### src/rtl/adc_spi_pkg.sv
// Shared types and constants for the 3-wire ADC register master.
// Contents:
//   xfer_state_t  - transfer FSM states
//   INST_BITS / DATA_BITS / FRAME_BITS - frame geometry (16 + 8 bits)
//   RW_READ       - value of the rw bit that selects a register read
//   W_ONE_BYTE    - W1:W0 field meaning "one data byte follows"
//   build_frame() - assembles the 24-bit MSB-first frame
package adc_spi_pkg;

    typedef enum logic [2:0] {
        IDLE,
        SETUP,
        INST,
        DATA,
        HOLD,
        GAP
    } xfer_state_t;

    localparam int         INST_BITS  = 16;
    localparam int         DATA_BITS  = 8;
    localparam int         FRAME_BITS = INST_BITS + DATA_BITS;
    localparam logic       RW_READ    = 1'b1;
    localparam logic [1:0] W_ONE_BYTE = 2'b00;

    // {rw, W1:W0, addr[12:0], data[7:0]}, transmitted MSB first.
    function automatic logic [FRAME_BITS-1:0] build_frame(
        input logic                 rw,
        input logic [12:0]          addr,
        input logic [DATA_BITS-1:0] wdata
    );
        return {rw, W_ONE_BYTE, addr, wdata};
    endfunction

endpackage

### src/rtl/spi_bit_timer.sv
// Bit-phase timer for the SPI master. While run_i is high it walks through
// FRAME_BITS bits, each made of a low phase and a high phase of CLK_DIV clk
// cycles. All counters sit at zero whenever run_i is low, so a frame always
// starts at bit 0, low phase, divider 0.
// Ports:
//   clk_i, rst_ni   - clock, asynchronous active-low reset
//   run_i           - high while the frame is shifting (INST/DATA states)
//   rise_tick_o     - last clk of a low phase (sclk goes high at the next edge)
//   fall_tick_o     - last clk of a high phase (sclk goes low, bit ends)
//   sample_tick_o   - clk in which the incoming bit is captured
//   bit_idx_o       - index of the current bit, 0..FRAME_BITS-1
//   last_bit_o      - current bit is the final bit of the frame
module spi_bit_timer
    import adc_spi_pkg::*;
#(
    parameter int CLK_DIV = 4
) (
    input  logic       clk_i,
    input  logic       rst_ni,
    input  logic       run_i,
    output logic       rise_tick_o,
    output logic       fall_tick_o,
    output logic       sample_tick_o,
    output logic [4:0] bit_idx_o,
    output logic       last_bit_o
);

    localparam int            DW       = (CLK_DIV > 1) ? $clog2(CLK_DIV) : 1;
    localparam logic [DW-1:0] DIV_LAST = DW'(CLK_DIV - 1);
    localparam logic [4:0]    BIT_LAST = 5'(FRAME_BITS - 1);

    logic [DW-1:0] div_q, div_d;
    logic          phase_q, phase_d;    // 0 = low phase, 1 = high phase
    logic [4:0]    bit_q, bit_d;
    logic          div_end;

    assign div_end       = (div_q == DIV_LAST);
    assign rise_tick_o   = run_i && !phase_q && div_end;
    assign fall_tick_o   = run_i && phase_q && div_end;
    // The input flop already delays sdio by one clk, so capturing at the end
    // of the high phase takes the value present during the high phase.
    assign sample_tick_o = fall_tick_o;
    assign bit_idx_o     = bit_q;
    assign last_bit_o    = (bit_q == BIT_LAST);

    always_comb begin
        div_d   = div_q;
        phase_d = phase_q;
        bit_d   = bit_q;
        if (!run_i) begin
            div_d   = '0;
            phase_d = 1'b0;
            bit_d   = '0;
        end else if (div_end) begin
            div_d   = '0;
            phase_d = !phase_q;
            if (phase_q) begin
                // End of a bit; return to 0 after the last one so nothing
                // keeps counting once the frame is over.
                bit_d = last_bit_o ? 5'd0 : bit_q + 5'd1;
            end
        end else begin
            div_d = div_q + DW'(1);
        end
    end

    always_ff @(posedge clk_i or negedge rst_ni) begin
        if (!rst_ni) begin
            div_q   <= '0;
            phase_q <= 1'b0;
            bit_q   <= '0;
        end else begin
            div_q   <= div_d;
            phase_q <= phase_d;
            bit_q   <= bit_d;
        end
    end

endmodule

### src/rtl/adc_spi_xfer.sv
// 3-wire SPI register master for the on-board ADC: one 16-bit instruction
// followed by one data byte on a shared SDIO line. Performs single-byte
// register reads and writes.
// Ports:
//   clk_i, rst_ni            - clock, asynchronous active-low reset
//   req_valid_i/req_ready_o  - request handshake (accepted when both high)
//   req_rw_i                 - 1 = read, 0 = write
//   req_addr_i, req_wdata_i  - register address / write data
//   rsp_valid_o              - one-clk pulse when a transfer finishes
//   rsp_rdata_o              - read data (0 after a write), held until next rsp
//   sclk_o, csb_o            - SPI clock (idles low) and chip select (active low)
//   sdio_o, sdio_oe_o, sdio_i- SDIO drive value, drive enable, pin value
// Response latency from the accepting edge: CS_SETUP + 48*CLK_DIV + CS_HOLD + 1.
module adc_spi_xfer
    import adc_spi_pkg::*;
#(
    parameter int CLK_DIV  = 4,
    parameter int CS_SETUP = 2,
    parameter int CS_HOLD  = 2,
    parameter int CS_GAP   = 4
) (
    input  logic        clk_i,
    input  logic        rst_ni,
    input  logic        req_valid_i,
    output logic        req_ready_o,
    input  logic        req_rw_i,
    input  logic [12:0] req_addr_i,
    input  logic [7:0]  req_wdata_i,
    output logic        rsp_valid_o,
    output logic [7:0]  rsp_rdata_o,
    output logic        sclk_o,
    output logic        csb_o,
    output logic        sdio_o,
    output logic        sdio_oe_o,
    input  logic        sdio_i
);

    localparam int            CW         = 16;
    localparam logic [CW-1:0] SETUP_LAST = CW'(CS_SETUP - 1);
    // HOLD runs one clk longer than CS_HOLD; that extra clk lets the last
    // sampled bit settle before it is published on rsp_rdata.
    localparam logic [CW-1:0] HOLD_LAST  = CW'(CS_HOLD);
    localparam logic [CW-1:0] GAP_LAST   = CW'(CS_GAP - 1);
    localparam logic [4:0]    INST_LAST  = 5'(INST_BITS - 1);

    xfer_state_t            state_q;
    logic [CW-1:0]          cnt_q;
    logic [FRAME_BITS-1:0]  shift_q;
    logic [DATA_BITS-1:0]   rx_q;
    logic                   rw_q;
    logic                   sdio_in_q;
    logic                   req_ready_q;
    logic                   rsp_valid_q;
    logic [DATA_BITS-1:0]   rsp_rdata_q;
    logic                   sclk_q;
    logic                   csb_q;
    logic                   sdio_o_q;
    logic                   sdio_oe_q;

    logic       run;
    logic       rise_tick;
    logic       fall_tick;
    logic       sample_tick;
    logic [4:0] bit_idx;
    logic       last_bit;

    assign run = (state_q == INST) || (state_q == DATA);

    spi_bit_timer #(
        .CLK_DIV (CLK_DIV)
    ) u_timer (
        .clk_i         (clk_i),
        .rst_ni        (rst_ni),
        .run_i         (run),
        .rise_tick_o   (rise_tick),
        .fall_tick_o   (fall_tick),
        .sample_tick_o (sample_tick),
        .bit_idx_o     (bit_idx),
        .last_bit_o    (last_bit)
    );

    // Input flop on the pin.
    always_ff @(posedge clk_i or negedge rst_ni) begin
        if (!rst_ni) begin
            sdio_in_q <= 1'b0;
        end else begin
            sdio_in_q <= sdio_i;
        end
    end

    always_ff @(posedge clk_i or negedge rst_ni) begin
        if (!rst_ni) begin
            state_q     <= IDLE;
            cnt_q       <= '0;
            shift_q     <= '0;
            rx_q        <= '0;
            rw_q        <= 1'b0;
            req_ready_q <= 1'b0;
            rsp_valid_q <= 1'b0;
            rsp_rdata_q <= '0;
            sclk_q      <= 1'b0;
            csb_q       <= 1'b1;
            sdio_o_q    <= 1'b0;
            sdio_oe_q   <= 1'b0;
        end else begin
            rsp_valid_q <= 1'b0;
            case (state_q)
                IDLE: begin
                    req_ready_q <= 1'b1;
                    if (req_valid_i && req_ready_q) begin
                        state_q     <= SETUP;
                        req_ready_q <= 1'b0;
                        csb_q       <= 1'b0;
                        sdio_oe_q   <= 1'b1;
                        rw_q        <= req_rw_i;
                        shift_q     <= build_frame(req_rw_i, req_addr_i, req_wdata_i);
                        rx_q        <= '0;
                        cnt_q       <= '0;
                    end
                end

                SETUP: begin
                    if (cnt_q == SETUP_LAST) begin
                        // First bit goes out as the low phase of bit 0 begins.
                        state_q  <= INST;
                        sdio_o_q <= shift_q[FRAME_BITS-1];
                        shift_q  <= {shift_q[FRAME_BITS-2:0], 1'b0};
                        cnt_q    <= '0;
                    end else begin
                        cnt_q <= cnt_q + CW'(1);
                    end
                end

                INST, DATA: begin
                    if (rise_tick) begin
                        sclk_q <= 1'b1;
                    end
                    if (sample_tick && (state_q == DATA) && (rw_q == RW_READ)) begin
                        rx_q <= {rx_q[DATA_BITS-2:0], sdio_in_q};
                    end
                    if (fall_tick) begin
                        sclk_q <= 1'b0;
                        if (last_bit) begin
                            state_q   <= HOLD;
                            sdio_o_q  <= 1'b0;
                            sdio_oe_q <= 1'b0;
                            cnt_q     <= '0;
                        end else begin
                            sdio_o_q <= shift_q[FRAME_BITS-1];
                            shift_q  <= {shift_q[FRAME_BITS-2:0], 1'b0};
                            if (bit_idx == INST_LAST) begin
                                state_q <= DATA;
                                // Turn the line around for the ADC before
                                // data bit 7's low phase starts.
                                if (rw_q == RW_READ) begin
                                    sdio_oe_q <= 1'b0;
                                end
                            end
                        end
                    end
                end

                HOLD: begin
                    if (cnt_q == HOLD_LAST) begin
                        state_q     <= GAP;
                        csb_q       <= 1'b1;
                        rsp_valid_q <= 1'b1;
                        rsp_rdata_q <= (rw_q == RW_READ) ? rx_q : '0;
                        cnt_q       <= '0;
                    end else begin
                        cnt_q <= cnt_q + CW'(1);
                    end
                end

                GAP: begin
                    if (cnt_q == GAP_LAST) begin
                        state_q     <= IDLE;
                        req_ready_q <= 1'b1;
                        cnt_q       <= '0;
                    end else begin
                        cnt_q <= cnt_q + CW'(1);
                    end
                end

                default: begin
                    state_q <= IDLE;
                end
            endcase
        end
    end

    assign req_ready_o = req_ready_q;
    assign rsp_valid_o = rsp_valid_q;
    assign rsp_rdata_o = rsp_rdata_q;
    assign sclk_o      = sclk_q;
    assign csb_o       = csb_q;
    assign sdio_o      = sdio_o_q;
    assign sdio_oe_o   = sdio_oe_q;

endmodule

### config.mk
export PLATFORM = sky130hd
export DESIGN_NAME = adc_spi_xfer
export DESIGN_NICKNAME = d
export VERILOG_FILES = /design/src/rtl/adc_spi_pkg.sv /design/src/rtl/spi_bit_timer.sv /design/src/rtl/adc_spi_xfer.sv
export SDC_FILE = /design/constraint.sdc
export NUM_CORES = 1
export LEC_CHECK = 0
export CAP_MARGIN = 20
export CELL_PAD_IN_SITES_DETAIL_PLACEMENT = 1
export CELL_PAD_IN_SITES_GLOBAL_PLACEMENT = 1
export CORE_MARGIN = 5
export CORE_UTILIZATION = 35
export CTS_BUF_LIST = sky130_fd_sc_hd__clkbuf_2 sky130_fd_sc_hd__clkbuf_4 sky130_fd_sc_hd__clkbuf_8
export CTS_CLUSTER_SIZE = 20
export DETAILED_ROUTE_END_ITERATION = 6
export PLACE_DENSITY_LB_ADDON = 0.15
export SYNTH_ARGS = -nofsm -noshare
export SYNTH_HDL_FRONTEND = slang
export SYNTH_SLANG_ARGS = --single-unit
### constraint.sdc
create_clock -name clk_i -period 2.5 [get_ports clk_i]
set_input_delay 0.5 -clock clk_i [delete_from_list [all_inputs] [get_ports clk_i]]
set_output_delay 0.5 -clock clk_i [all_outputs]
set_load 0.05 [all_outputs]
Word-level counts from Yosys, hierarchy flattened
Index checks and enable logic that the tools add are counted.

Register bits: 75. Latch bits: 0. Bits in writable memories: 0. Bits in read-only memories: 0. Input bits: 26. Logic and storage cells: 124. Memories kept: 0.

Add/sub/neg operators: 3. Multiply operators: 0. Divide/modulo/power cells: 0. $lt $le $gt $ge: 0. Equality and inequality tests: 23. Shifts and indexed selects: 0. Multiplexer cells: 52. Bitwise operators: 0. Reductions and logical operators: 30.

Operator list (count): 16-bit 2-to-1 mux (6); 24-bit 2-to-1 mux (4); 16-bit case mux with 5 select lines (1); 24-bit case mux with 3 select lines (1); 16-bit by 2-bit == test with 1-bit output, second input constant (2); 8-bit 2-to-1 mux (3); 3-bit 2-to-1 mux (7); 5-bit 2-to-1 mux (4); 1-bit 2-to-1 mux (18); 2-bit != test, second input constant (9); 16-bit by 1-bit adder with 16-bit output, second input constant (1); 16-bit by 1-bit == test with 1-bit output, second input constant (1); 8-bit case mux with 2 select lines (1); 3-bit case mux with 5 select lines (1); 2-bit AND reduction (5); 5-bit AND reduction (2); 2-bit nonzero test (5); 3-bit AND reduction (3); 1-bit case mux with 2 select lines (4); 1-bit logical AND (7); 3-bit by 2-bit == test with 1-bit output, second input constant (2); 3-bit == test, second input constant (2); 3-bit by 2-bit != test with 1-bit output, second input constant (2); 6-bit AND reduction (1); other kinds (15) (16).

Logic depth before layout (Yosys ltp)
Gate-level depths: netlist of the first run.

Depth in word-level cells: 8. Gate-level depth with buffers: 8. Gate-level depth less buffers: 7.

Cells and area by module
A second synthesis of the first run with hierarchy kept.

Cell total of the unflattened synthesis: 394. Area, all modules: 3716.1 um2.

By module, submodules not included: adc_spi_xfer (instances 1, cells each 355, area an instance 3299.4 um2); spi_bit_timer (instances 1, cells each 39, area an instance 416.6 um2).

Worst setup path after synthesis of the first run
No wires, ideal clock.

Kind: register to register. Start point: register cnt_q[11]. End point: register shift_q[10]. Setup time: 125 ps. Arrival: 2005 ps. Required time: 2375 ps. Setup slack: 370 ps. Stages on the path, launching flop included: 7. Buffers on the path: 1. Period minus slack after synthesis: 2130 ps. Cells stage by stage: dfrtp_1 > nor4_4 > and4_4 > a311oi_4 > a211oi_4 > buf_12 > mux2_4.

Cells in the longest elaborated chain, start to end: 3.

RTL lines: start: declaration (line adc_spi_xfer.sv:47) `logic [CW-1:0] cnt_q;`; start signal: assignment (line adc_spi_xfer.sv:130) `cnt_q <= cnt_q + CW'(1);`; start signal: assignment (line adc_spi_xfer.sv:171) `cnt_q <= cnt_q + CW'(1);`; start signal: assignment (line adc_spi_xfer.sv:181) `cnt_q <= cnt_q + CW'(1);`; 16-bit by 1-bit == test with 1-bit output (line adc_spi_xfer.sv:123) `if (cnt_q == SETUP_LAST) begin`; 2-bit != test (no source line); 5-bit AND reduction (no source line); end signal: assignment (line adc_spi_xfer.sv:116) `shift_q <= build_frame(req_rw_i, req_addr_i, req_wdata_i);`; end signal: assignment (line adc_spi_xfer.sv:127) `shift_q <= {shift_q[FRAME_BITS-2:0], 1'b0};`; end signal: assignment (line adc_spi_xfer.sv:150) `shift_q <= {shift_q[FRAME_BITS-2:0], 1'b0};`; end: declaration (line adc_spi_xfer.sv:48) `logic [FRAME_BITS-1:0] shift_q;`.

No other way between the ends. A chain may end at the register's enable or synchronous reset.

Final worst setup path of the first run
Start point: register cnt_q[11]. End point: register shift_q[1].

The elaborated chain is that of the path after synthesis.

==> flow_metrics.py, run 1 <==
metrics = {
    "outcome": {
        "outcome": "complete, no violations",
    },
    "yosys": {
        "synth_fp_nets": 441,
        "post-synth-top-count-cell": "nand2_1",
        "synth_area_leaders": "dfrtp_1 48%, nand2_1 11%, mux2_4 7.0%, o21ai_0 4.8%, a21oi_1 2.1%",
        "yosysWarningCount": 0,
        "yosys.area.top_type_share_pct": 47.9,
        "synth_area_um2": 3870,
        "async_flop_share_pct": 100,
        "yosysTopAreaCell": "dfrtp_1",
        "synth-seq-cells": 75,
        "synth_common_cells": "111 x nand2_1, 74 x dfrtp_1, 37 x o21ai_0, 18 x inv_1, 18 x mux2_4",
        "synthDistinctLibCells": 44,
        "synth_edf_count": 0,
        "synthCells": 410,
        "post_synth.cell_area_avg_um2": 9.43,
        "ys_seq_area_share_pct": 48.6,
        "synth-main-ff-cell": "dfrtp_1",
    },
    "finish": {
        "fill_cells": 1263,
        "nets": 484,
        "regArea_um2": 1880,
        "fin_util_pct": 43.1,
        "multiInputGateArea_um2": 1800,
        "syn_to_final_growth_pct": 20.7,
        "antennaDiodeCount": 0,
        "layout-drive-gt1-share_pct": 13.8,
    },
    "clock_tree": {
        "cts_sinks": 75,
        "cts-root-buf": "clkbuf_8",
        "htree_levels": 3,
        "worstSkewPairLatency_ns": 0.35,
        "clockBufferDepth": 2,
        "clkTransAtPathRegs_ns": 0.09,
        "cts_resized": 0,
        "postCtsSetupRepairBufs": 0,
        "cts_tree": "done",
        "ctsHoldBuffers": 0,
        "cts_made_buffers": 9,
    },
    "floorplanning": {
        "rows": 38,
        "die_area_um2": 13300,
        "io_pins": 40,
        "initial_core_util_pct": 35.7,
        "dieWidth_um": 115,
        "core_um2": 10800,
        "die_y_um": 115,
    },
    "setup_path": {
        "path_class": "register to register",
        "cp_data_required_time_ns": 2.73,
        "ff2ff_path_depth": 6,
        "worst_setup_path_end_kind": "register",
        "startpoint": "cnt_q[11]$_DFFE_PN0P_",
        "reg2reg_to": "shift_q[1]$_DFFE_PN0P_",
        "regToRegSetupSlack_ns": 0.29,
        "worstPathArrival_ns": 2.43,
        "cp-start-kind": "register",
        "crit_path_max_fanout": 24,
        "timing.rr.start": "cnt_q[11]$_DFFE_PN0P_",
        "worstSetupEndpoint": "shift_q[1]$_DFFE_PN0P_",
    },
    "drt": {
        "wl_um": 8740,
        "wire_per_inst_um": 14.6,
        "num_vias": 2973,
        "drcViolationCount": 0,
        "first_pass_iters": 4,
        "drtIter0Drc": 102,
        "drt.antenna.violating_nets": 0,
        "viasPerCell": 4.97,
    },
    "placement": {
        "dp_hpwl_um": 6180,
        "io_buffers": 39,
        "routabilityCongestion": 0.740,
    },
    "sta": {
        "tns_ns": 0,
        "tightestPinTransition_ns": 0.569,
        "hold_violations": 0,
        "rsz0062_at_grt": "false",
        "finClkSkew_ns": 0.0143,
        "fin_crit_sh_pct": 88.4,
        "fmax_mhz": 453,
        "post-route-min-period_ns": 2.21,
        "setup_violations": 0,
        "maxSlewViolCount": 0,
        "relSlewSlack_pct": 61.1,
    },
    "grt": {
        "grt_pass1_wl_um": 15200,
        "antenna_found_initial": 0,
        "gr-total-overflow": 0,
        "grt_start_max_net_pins": 48,
        "grtUsageTotal_pct": 14.1,
        "grt_pass1_vias": 3135,
    },
    "power_and_ir_drop": {
        "leakage_nw": 2.00,
        "ir_drop_uv": 195,
        "p_per_area_nw_per_um2": 502,
    },
    "min_path": {
        "hp-class": "input pin to async pin",
    },
    "job": {
        "maxCapViolCount": 0,
    },
}
layout make-up:
type	instances	area share, %
clock buffers	9	2.65
flip-flops and latches	75	40.2
multi-input cells	295	38.5
well taps	140	3.75
clock inverters	7	2.14
repair buffers	54	11.3
inverters	18	1.45
cell usage in the layout, fill, tap and decap left out, types with 2 or more instances in the layout:
cell	instances
nand2_1	111
dfrtp_1	74
clkdlybuf4s50_1	38
o21ai_0	37
inv_1	18
mux2_4	18
nor2_1	16
a21oi_1	16
nand3_1	15
buf_4	14
nor3_1	9
nand4_1	9
clkbuf_8	9
xnor2_1	7
and2_1	5
mux2_2	5
ha_1	5
xor2_1	4
nor4_4	3
nor2b_1	3
mux2i_1	3
o31ai_1	3
or3_1	2
nor3b_1	2
a211oi_1	2
nor4_1	2
a21o_1	2
o22ai_1	2
inv_6	2
clkinv_4	2
bufinv_16	2
buf_12	2
power by group:
part            total, W  switching, W  internal, W
Clock            0.00106      0.000489     0.000571
Sequential       0.00121   0.000000220      0.00121
Combinational  0.0000728     0.0000335    0.0000394
Total            0.00235      0.000523      0.00182
metal layers:
metal	vias to the layer above	part of all wire, %	track usage (%)
li1	1482	-	-
met1	1448	49	19.1
met2	35	46	22.5
met3	8	3.7	3.63
met4	0	1.1	3.83
met5	-	0	0
registers in the layout (all words and copies together), names as in the netlist:
name               count
state_q                3
req_ready_o            1
sdio_oe_o              1
u_timer.phase_q        1
u_timer.bit_idx_o      5
sclk_o                 1
cnt_q                 16
sdio_in_q              1
rsp_rdata_o            8
shift_q               24
rx_q                   8
rw_q                   1
u_timer.div_q          2
sdio_o                 1
csb_o                  1
rsp_valid_o            1
how the worst min path moves through the flow:
stage	startpoint	to	slack (ns)	cells past startpoint
floorplan	rst_ni	cnt_q[0]$_DFFE_PN0P_	0.20	0
global placement	u_timer.div_q[0]$_DFF_PN0_	u_timer.div_q[0]$_DFF_PN0_	0.43	1
detailed placement	u_timer.div_q[0]$_DFF_PN0_	u_timer.div_q[0]$_DFF_PN0_	0.44	1
CTS	rst_ni	shift_q[11]$_DFFE_PN0P_	0.07	1
global route	rst_ni	shift_q[11]$_DFFE_PN0P_	0.08	1
finish	rst_ni	shift_q[11]$_DFFE_PN0P_	0.07	1
critical path, stage by stage (launching register included):
cell and delay, ns:
dfrtp_1 0.46, nor4_4 0.35, and4_4 0.28, a311oi_4 0.11
a211oi_4 0.28, buf_12 0.24, mux2_2 0.36
logic make-up after synthesis:
family                   Yosys count  synth area share, %
buffers and inverters             40                 4.92
multiplexers                      26                 9.22
flip-flops                        75                 48.6
adder cells (fa/ha/maj)            5                 1.62
XOR/XNOR                          11                 2.49
AND/OR/NAND/NOR                  183                 22.1
AO/OA/AOI/OAI                     70                 11.1
metrics by stage:
step	cells	instance area [um^2]	setup slack [ns]	power (W)	hold WS [ns]
after floorplan	410	3870	0.370	0.00124	0.204
after global placement	582	4450	0.154	0.00131	0.433
after detailed placement	582	4450	0.129	0.00131	0.437
after CTS	598	4670	0.270	0.00239	0.0702
after global routing	598	4670	0.189	0.00246	0.0750
final	598	4670	0.291	0.00235	0.0679
No activity file was read; power rests on OpenSTA's default activity.
==> inputs of run 2 (changes only) <==
Settings changed: CAP_MARGIN 20 to default, REMOVE_ABC_BUFFERS from default to 1.
==> run 2 against run 1 <==
Die area unchanged. Utilization up 0.081 points. Maximum frequency is 0.79% lower.
==> flow_metrics.py, run 2 (same netlist as run 1, synthesis figures left out) <==
metrics = {
    "sta": {
        "rsz0062_at_grt": "false",
        "hold_violations": 0,
        "fmax_mhz": 449,
        "tns_ns": 0,
        "maxSlewViolCount": 0,
        "setup_violations": 0,
        "tightestPinTransition_ns": 0.643,
        "post-route-min-period_ns": 2.23,
        "fin_crit_sh_pct": 89.1,
        "relSlewSlack_pct": 57.0,
        "finClkSkew_ns": 0.0148,
    },
    "setup_path": {
        "cp_data_required_time_ns": 2.74,
        "worstPathArrival_ns": 2.46,
        "cp-start-kind": "register",
        "crit_path_max_fanout": 24,
        "path_class": "register to register",
        "worst_setup_path_end_kind": "register",
    },
    "clock_tree": {
        "clkTransAtPathRegs_ns": 0.09,
        "ctsHoldBuffers": 0,
        "worstSkewPairLatency_ns": 0.35,
        "cts-root-buf": "clkbuf_8",
        "cts_resized": 0,
        "cts_tree": "done",
        "htree_levels": 3,
        "cts_sinks": 75,
        "cts_made_buffers": 9,
        "clockBufferDepth": 2,
        "postCtsSetupRepairBufs": 0,
    },
    "floorplanning": {
        "io_pins": 40,
        "initial_core_util_pct": 35.7,
        "rows": 38,
        "dieWidth_um": 115,
        "die_y_um": 115,
        "die_area_um2": 13300,
        "core_um2": 10800,
    },
    "finish": {
        "fill_cells": 1260,
        "antennaDiodeCount": 0,
        "layout-drive-gt1-share_pct": 13.6,
        "syn_to_final_growth_pct": 21.0,
        "reg_top3": "shift_q (24), cnt_q (16)",
        "final_common_cell": "nand2_1",
        "largest_reg_flops": 24,
        "largest_register": "shift_q",
        "finalNonFillerCells": 597,
        "fin_util_pct": 43.2,
        "design_area_um2": 4680,
        "final_cell_mix": "111 x nand2_1, 74 x dfrtp_1, 38 x clkdlybuf4s50_1",
        "nets": 483,
    },
    "grt": {
        "grt_start_max_net_pins": 48,
        "grt_pass1_vias": 3170,
        "antenna_found_initial": 0,
        "grtUsageMet3_pct": 3.37,
        "grt_pass1_wl_um": 15700,
        "busiest_layer": "met2",
        "grtUsageTotal_pct": 14.6,
        "grtUsageMet1_pct": 19.7,
        "gr-total-overflow": 0,
        "grt_use_met2_pct": 23.9,
    },
    "placement": {
        "dp_cells": 581,
        "dp_hpwl_um": 6290,
        "io_buffers": 39,
        "placed_cell_area_um2": 4450,
        "routabilityCongestion": 0.780,
    },
    "drt": {
        "drtIter0Drc": 119,
        "viasPerCell": 5.03,
        "first_pass_iters": 4,
        "drt.antenna.violating_nets": 0,
        "wl_um": 8880,
        "wire_per_inst_um": 14.9,
        "num_vias": 3005,
        "drcViolationCount": 0,
    },
    "power_and_ir_drop": {
        "leakage_nw": 2.01,
        "p_total_w": 0.00236,
        "ir_drop_uv": 299,
        "p_per_area_nw_per_um2": 504,
    },
    "job": {
        "maxCapViolCount": 0,
    },
    "min_path": {
        "hp-class": "input pin to async pin",
    },
    "outcome": {
        "outcome": "complete, no violations",
    },
}
run 2: cell types whose count changed in the layout (fill, tap and decap cells not counted):
cell | previous run | this run
buf_4 | 14 | 12
clkbuf_8 | 9 | 10
buf_12 | 2 | 3
clkinv_4 | 2 | 0
clkbuf_4 | 0 | 1
run 2: area by class of cell:
type / instances / area (um^2) / area share [%]
multi-input cells: 295 / 1800 / 38.5
clock inverters: 5 / 82.6 / 1.77
repair buffers: 53 / 531 / 11.3
inverters: 18 / 67.6 / 1.44
flip-flops and latches: 75 / 1880 / 40.1
clock buffers: 11 / 145 / 3.10
well taps: 140 / 175 / 3.74
run 2: final timing paths:
check                                           start                         end  slack (ns)  depth (start not counted)
hold / removal                                 rst_ni  rsp_rdata_o[2]$_DFFE_PN0P_        0.07                          1
setup / recovery                cnt_q[11]$_DFFE_PN0P_      shift_q[1]$_DFFE_PN0P_        0.27                          6
min in group clk_i         u_timer.div_q[0]$_DFF_PN0_  u_timer.div_q[0]$_DFF_PN0_        0.44                          1
setup reg to reg                cnt_q[11]$_DFFE_PN0P_      shift_q[1]$_DFFE_PN0P_        0.27                          6
hold reg to reg            u_timer.div_q[0]$_DFF_PN0_  u_timer.div_q[0]$_DFF_PN0_        0.44                          1
max in group asynchronous                      rst_ni           csb_o$_DFFE_PN1P_        1.80                          2
run 2: metal layers:
layer	share of wire [%]	vias up
met5	0	-
met4	1.1	0
met3	3.7	9
met2	47	37
met1	48	1493
li1	-	1466
run 2: report_power, final:
part	switching [W]	internal, W	leakage (nW)
Sequential	0.000000328	0.00121	1.00
Combinational	0.0000342	0.0000394	0.890
Clock	0.000467	0.000607	0.118
Total	0.000501	0.00186	2.01
run 2: critical path, cell delays in order (launching register included):
cell and delay, ns:
dfrtp_1 0.47, nor4_4 0.36, and4_4 0.30, a311oi_4 0.11, a211oi_4 0.27, buf_12 0.25
mux2_2 0.35
run 2: metrics by stage:
step                      hold WS (ns)  setup WS [ns]
after floorplan                  0.204         -0.176
after global placement           0.429          0.164
after detailed placement         0.439          0.134
after CTS                       0.0703          0.266
after global routing            0.0879          0.138
final                           0.0685          0.274
==> inputs of run 3 (changes only) <==
Settings changed: REMOVE_ABC_BUFFERS 1 to default, SYNTH_HIERARCHICAL from default to 1, TNS_END_PERCENT from default to 20.
==> run 3 against run 2 <==
Final cell count fell by 3.5%. First-iteration DRC count up 7.6%. Clock power shrank 7%. Area after synthesis decreased by 3.9%. Setup slack improved by 0.040 ns. Die area decreased by 3.6%. Sequential power grew 57%. Largest power group unchanged.
==> flow_metrics.py, run 3 <==
metrics = {
    "yosys": {
        "synthDistinctLibCells": 51,
        "synth_area_leaders": "dfrtp_1 50%, a21oi_1 7.5%, mux2i_1 6.5%, o21ai_0 3.9%, nand3_1 3.8%",
        "post-synth-top-count-cell": "dfrtp_1",
        "synth-main-ff-cell": "dfrtp_1",
        "post_synth.cell_area_avg_um2": 9.43,
        "synth_edf_count": 0,
        "ys_seq_area_share_pct": 50.5,
        "async_flop_share_pct": 100,
        "synth_common_cells": "74 x dfrtp_1, 56 x a21oi_1, 29 x inv_1, 29 x o21ai_0, 28 x nand3_1",
        "synth-seq-cells": 75,
        "yosys.area.top_type_share_pct": 49.8,
        "synth_area_um2": 3720,
        "yosysTopAreaCell": "dfrtp_1",
        "synthCells": 394,
        "yosysWarningCount": 6,
        "synth_fp_nets": 425,
    },
    "sta": {
        "fin_ws_ns": 0.313,
        "tns_ns": 0,
        "post-route-min-period_ns": 2.19,
        "fin_crit_sh_pct": 87.5,
        "finClkSkew_ns": 0.00836,
        "setup_violations": 0,
        "hold_violations": 0,
        "maxSlewViolCount": 0,
        "relSlewSlack_pct": 66.3,
        "fmax_mhz": 457,
        "rsz0062_at_grt": "false",
        "tightestPinTransition_ns": 0.503,
    },
    "floorplanning": {
        "rows": 37,
        "die_area_um2": 12800,
        "dieWidth_um": 113,
        "io_pins": 40,
        "initial_core_util_pct": 36.0,
        "core_um2": 10300,
        "die_y_um": 113,
    },
    "setup_path": {
        "worst-path-stages": 1,
        "cp-start-kind": "register",
        "cp_data_required_time_ns": 2.00,
        "crit_slowest_cell": "clkdlybuf4s50_1",
        "timing.rr.start": "cnt_q[0]$_DFFE_PN0P_",
        "reg2reg_to": "cnt_q[12]$_DFFE_PN0P_",
        "worstPathArrival_ns": 1.69,
        "path_class": "register to primary output",
        "worst_setup_path_end_kind": "primary output",
        "path_buf_inv": 1,
        "ff2ff_path_depth": 8,
        "worstSetupEndpoint": "csb_o",
        "critical_path.max_stage_delay_ns": 0.80,
        "startpoint": "csb_o$_DFFE_PN1P_",
        "cp_top_family": "buffers and inverters",
        "crit_path_max_fanout": 2,
        "worstPathCellList": "clkdlybuf4s50_1",
        "regToRegSetupSlack_ns": 0.36,
    },
    "clock_tree": {
        "cts-root-buf": "clkbuf_8",
        "ctsHoldBuffers": 0,
        "cts_resized": 0,
        "cts_tree": "done",
        "clockBufferDepth": 2,
        "postCtsSetupRepairBufs": 0,
        "clkTransAtPathRegs_ns": 0.09,
        "worstSkewPairLatency_ns": 0.35,
        "cts_sinks": 75,
        "htree_levels": 3,
        "cts_made_buffers": 9,
    },
    "drt": {
        "wl_um": 9010,
        "wire_per_inst_um": 15.6,
        "drcViolationCount": 0,
        "viasPerCell": 5.20,
        "drt.antenna.violating_nets": 0,
        "first_pass_iters": 4,
        "drtIter0Drc": 128,
        "num_vias": 2998,
    },
    "finish": {
        "reg_top3": "shift_q (24), cnt_q (16)",
        "largest_reg_flops": 24,
        "nets": 466,
        "layout-drive-gt1-share_pct": 10.0,
        "fin_util_pct": 43.7,
        "syn_to_final_growth_pct": 21.3,
        "fill_cells": 1182,
        "final_common_cell": "dfrtp_1",
        "antennaDiodeCount": 0,
        "final_cell_mix": "74 x dfrtp_1, 56 x a21oi_1, 38 x clkdlybuf4s50_1",
        "largest_register": "shift_q",
    },
    "placement": {
        "io_buffers": 39,
        "routabilityCongestion": 0.749,
        "dp_hpwl_um": 6230,
        "pre_cts_slack_ns": 0.393,
    },
    "grt": {
        "antenna_found_initial": 0,
        "grtUsageTotal_pct": 14.8,
        "grt_pass1_vias": 3206,
        "grt_start_max_net_pins": 41,
        "grt_pass1_wl_um": 15700,
        "gr-total-overflow": 0,
    },
    "power_and_ir_drop": {
        "ir_drop_uv": 322,
        "p_per_area_nw_per_um2": 1000,
        "p_total_w": 0.00452,
        "leakage_nw": 1.86,
    },
    "min_path": {
        "hp-class": "input pin to async pin",
    },
    "outcome": {
        "outcome": "complete, no violations",
    },
    "job": {
        "maxCapViolCount": 0,
    },
}
-- run 3: area by class of cell --
cell class | instances | area (um^2) | share of cell area [%]
Clock buffer | 10 | 138 | 3.05
Clock inverter | 6 | 72.6 | 1.61
Inverter | 29 | 109 | 2.42
Multi-Input combinational cell | 264 | 1610 | 35.8
Sequential cell | 75 | 1880 | 41.7
Tap cell | 136 | 170 | 3.78
Timing Repair Buffer | 56 | 528 | 11.7
-- run 3: cells by family after synthesis --
family	count (synthesis)	share of synthesized area, %
DFF	75	50.5
and+or+nand+nor	117	16.6
buffers and inverters	55	6.30
adders and majority gates	5	1.68
muxes	26	7.07
AOI/OAI and AO/OA	111	16.6
xor gates and xnor gates	5	1.18
-- run 3: per-layer routing --
layer	GRT usage, %	vias up	share of wire [%]	wire, um
met5	0	-	0	0
met4	3.85	0	0.97	87
met3	3.10	9	3.7	335
met2	24.6	43	48	4350
met1	19.8	1480	47	4250
li1	-	1466	-	-
-- run 3: worst min-delay path by stage --
stage | start | endpoint | cells after the start
floorplan | rst_ni | cnt_q[0]$_DFFE_PN0P_ | 0
global placement | u_timer/div_q[0]$_DFF_PN0_ | u_timer/div_q[0]$_DFF_PN0_ | 1
detailed placement | u_timer/div_q[0]$_DFF_PN0_ | u_timer/div_q[0]$_DFF_PN0_ | 1
CTS | rst_ni | u_timer/bit_idx_o[0]$_DFFE_PN0P_ | 1
global route | rst_ni | u_timer/bit_idx_o[4]$_DFFE_PN0P_ | 1
finish | rst_ni | u_timer/bit_idx_o[2]$_DFFE_PN0P_ | 1
-- run 3: per-stage QoR --
| stage | hold slack (ns) | instance area (um^2) | cells |
|---|---|---|---|
| after floorplan | 0.204 | 3730 | 394 |
| after global placement | 0.424 | 4300 | 560 |
| after detailed placement | 0.443 | 4300 | 560 |
| after CTS | 0.102 | 4510 | 576 |
| after global routing | 0.122 | 4510 | 576 |
| final | 0.0973 | 4510 | 576 |
-- run 3: power breakdown --
group | leakage (nW) | switching (W) | internal, W
Clock | 0.0971 | 0.000495 | 0.000499
Combinational | 0.842 | 0.000941 | 0.000684
Sequential | 0.917 | 0.000331 | 0.00157
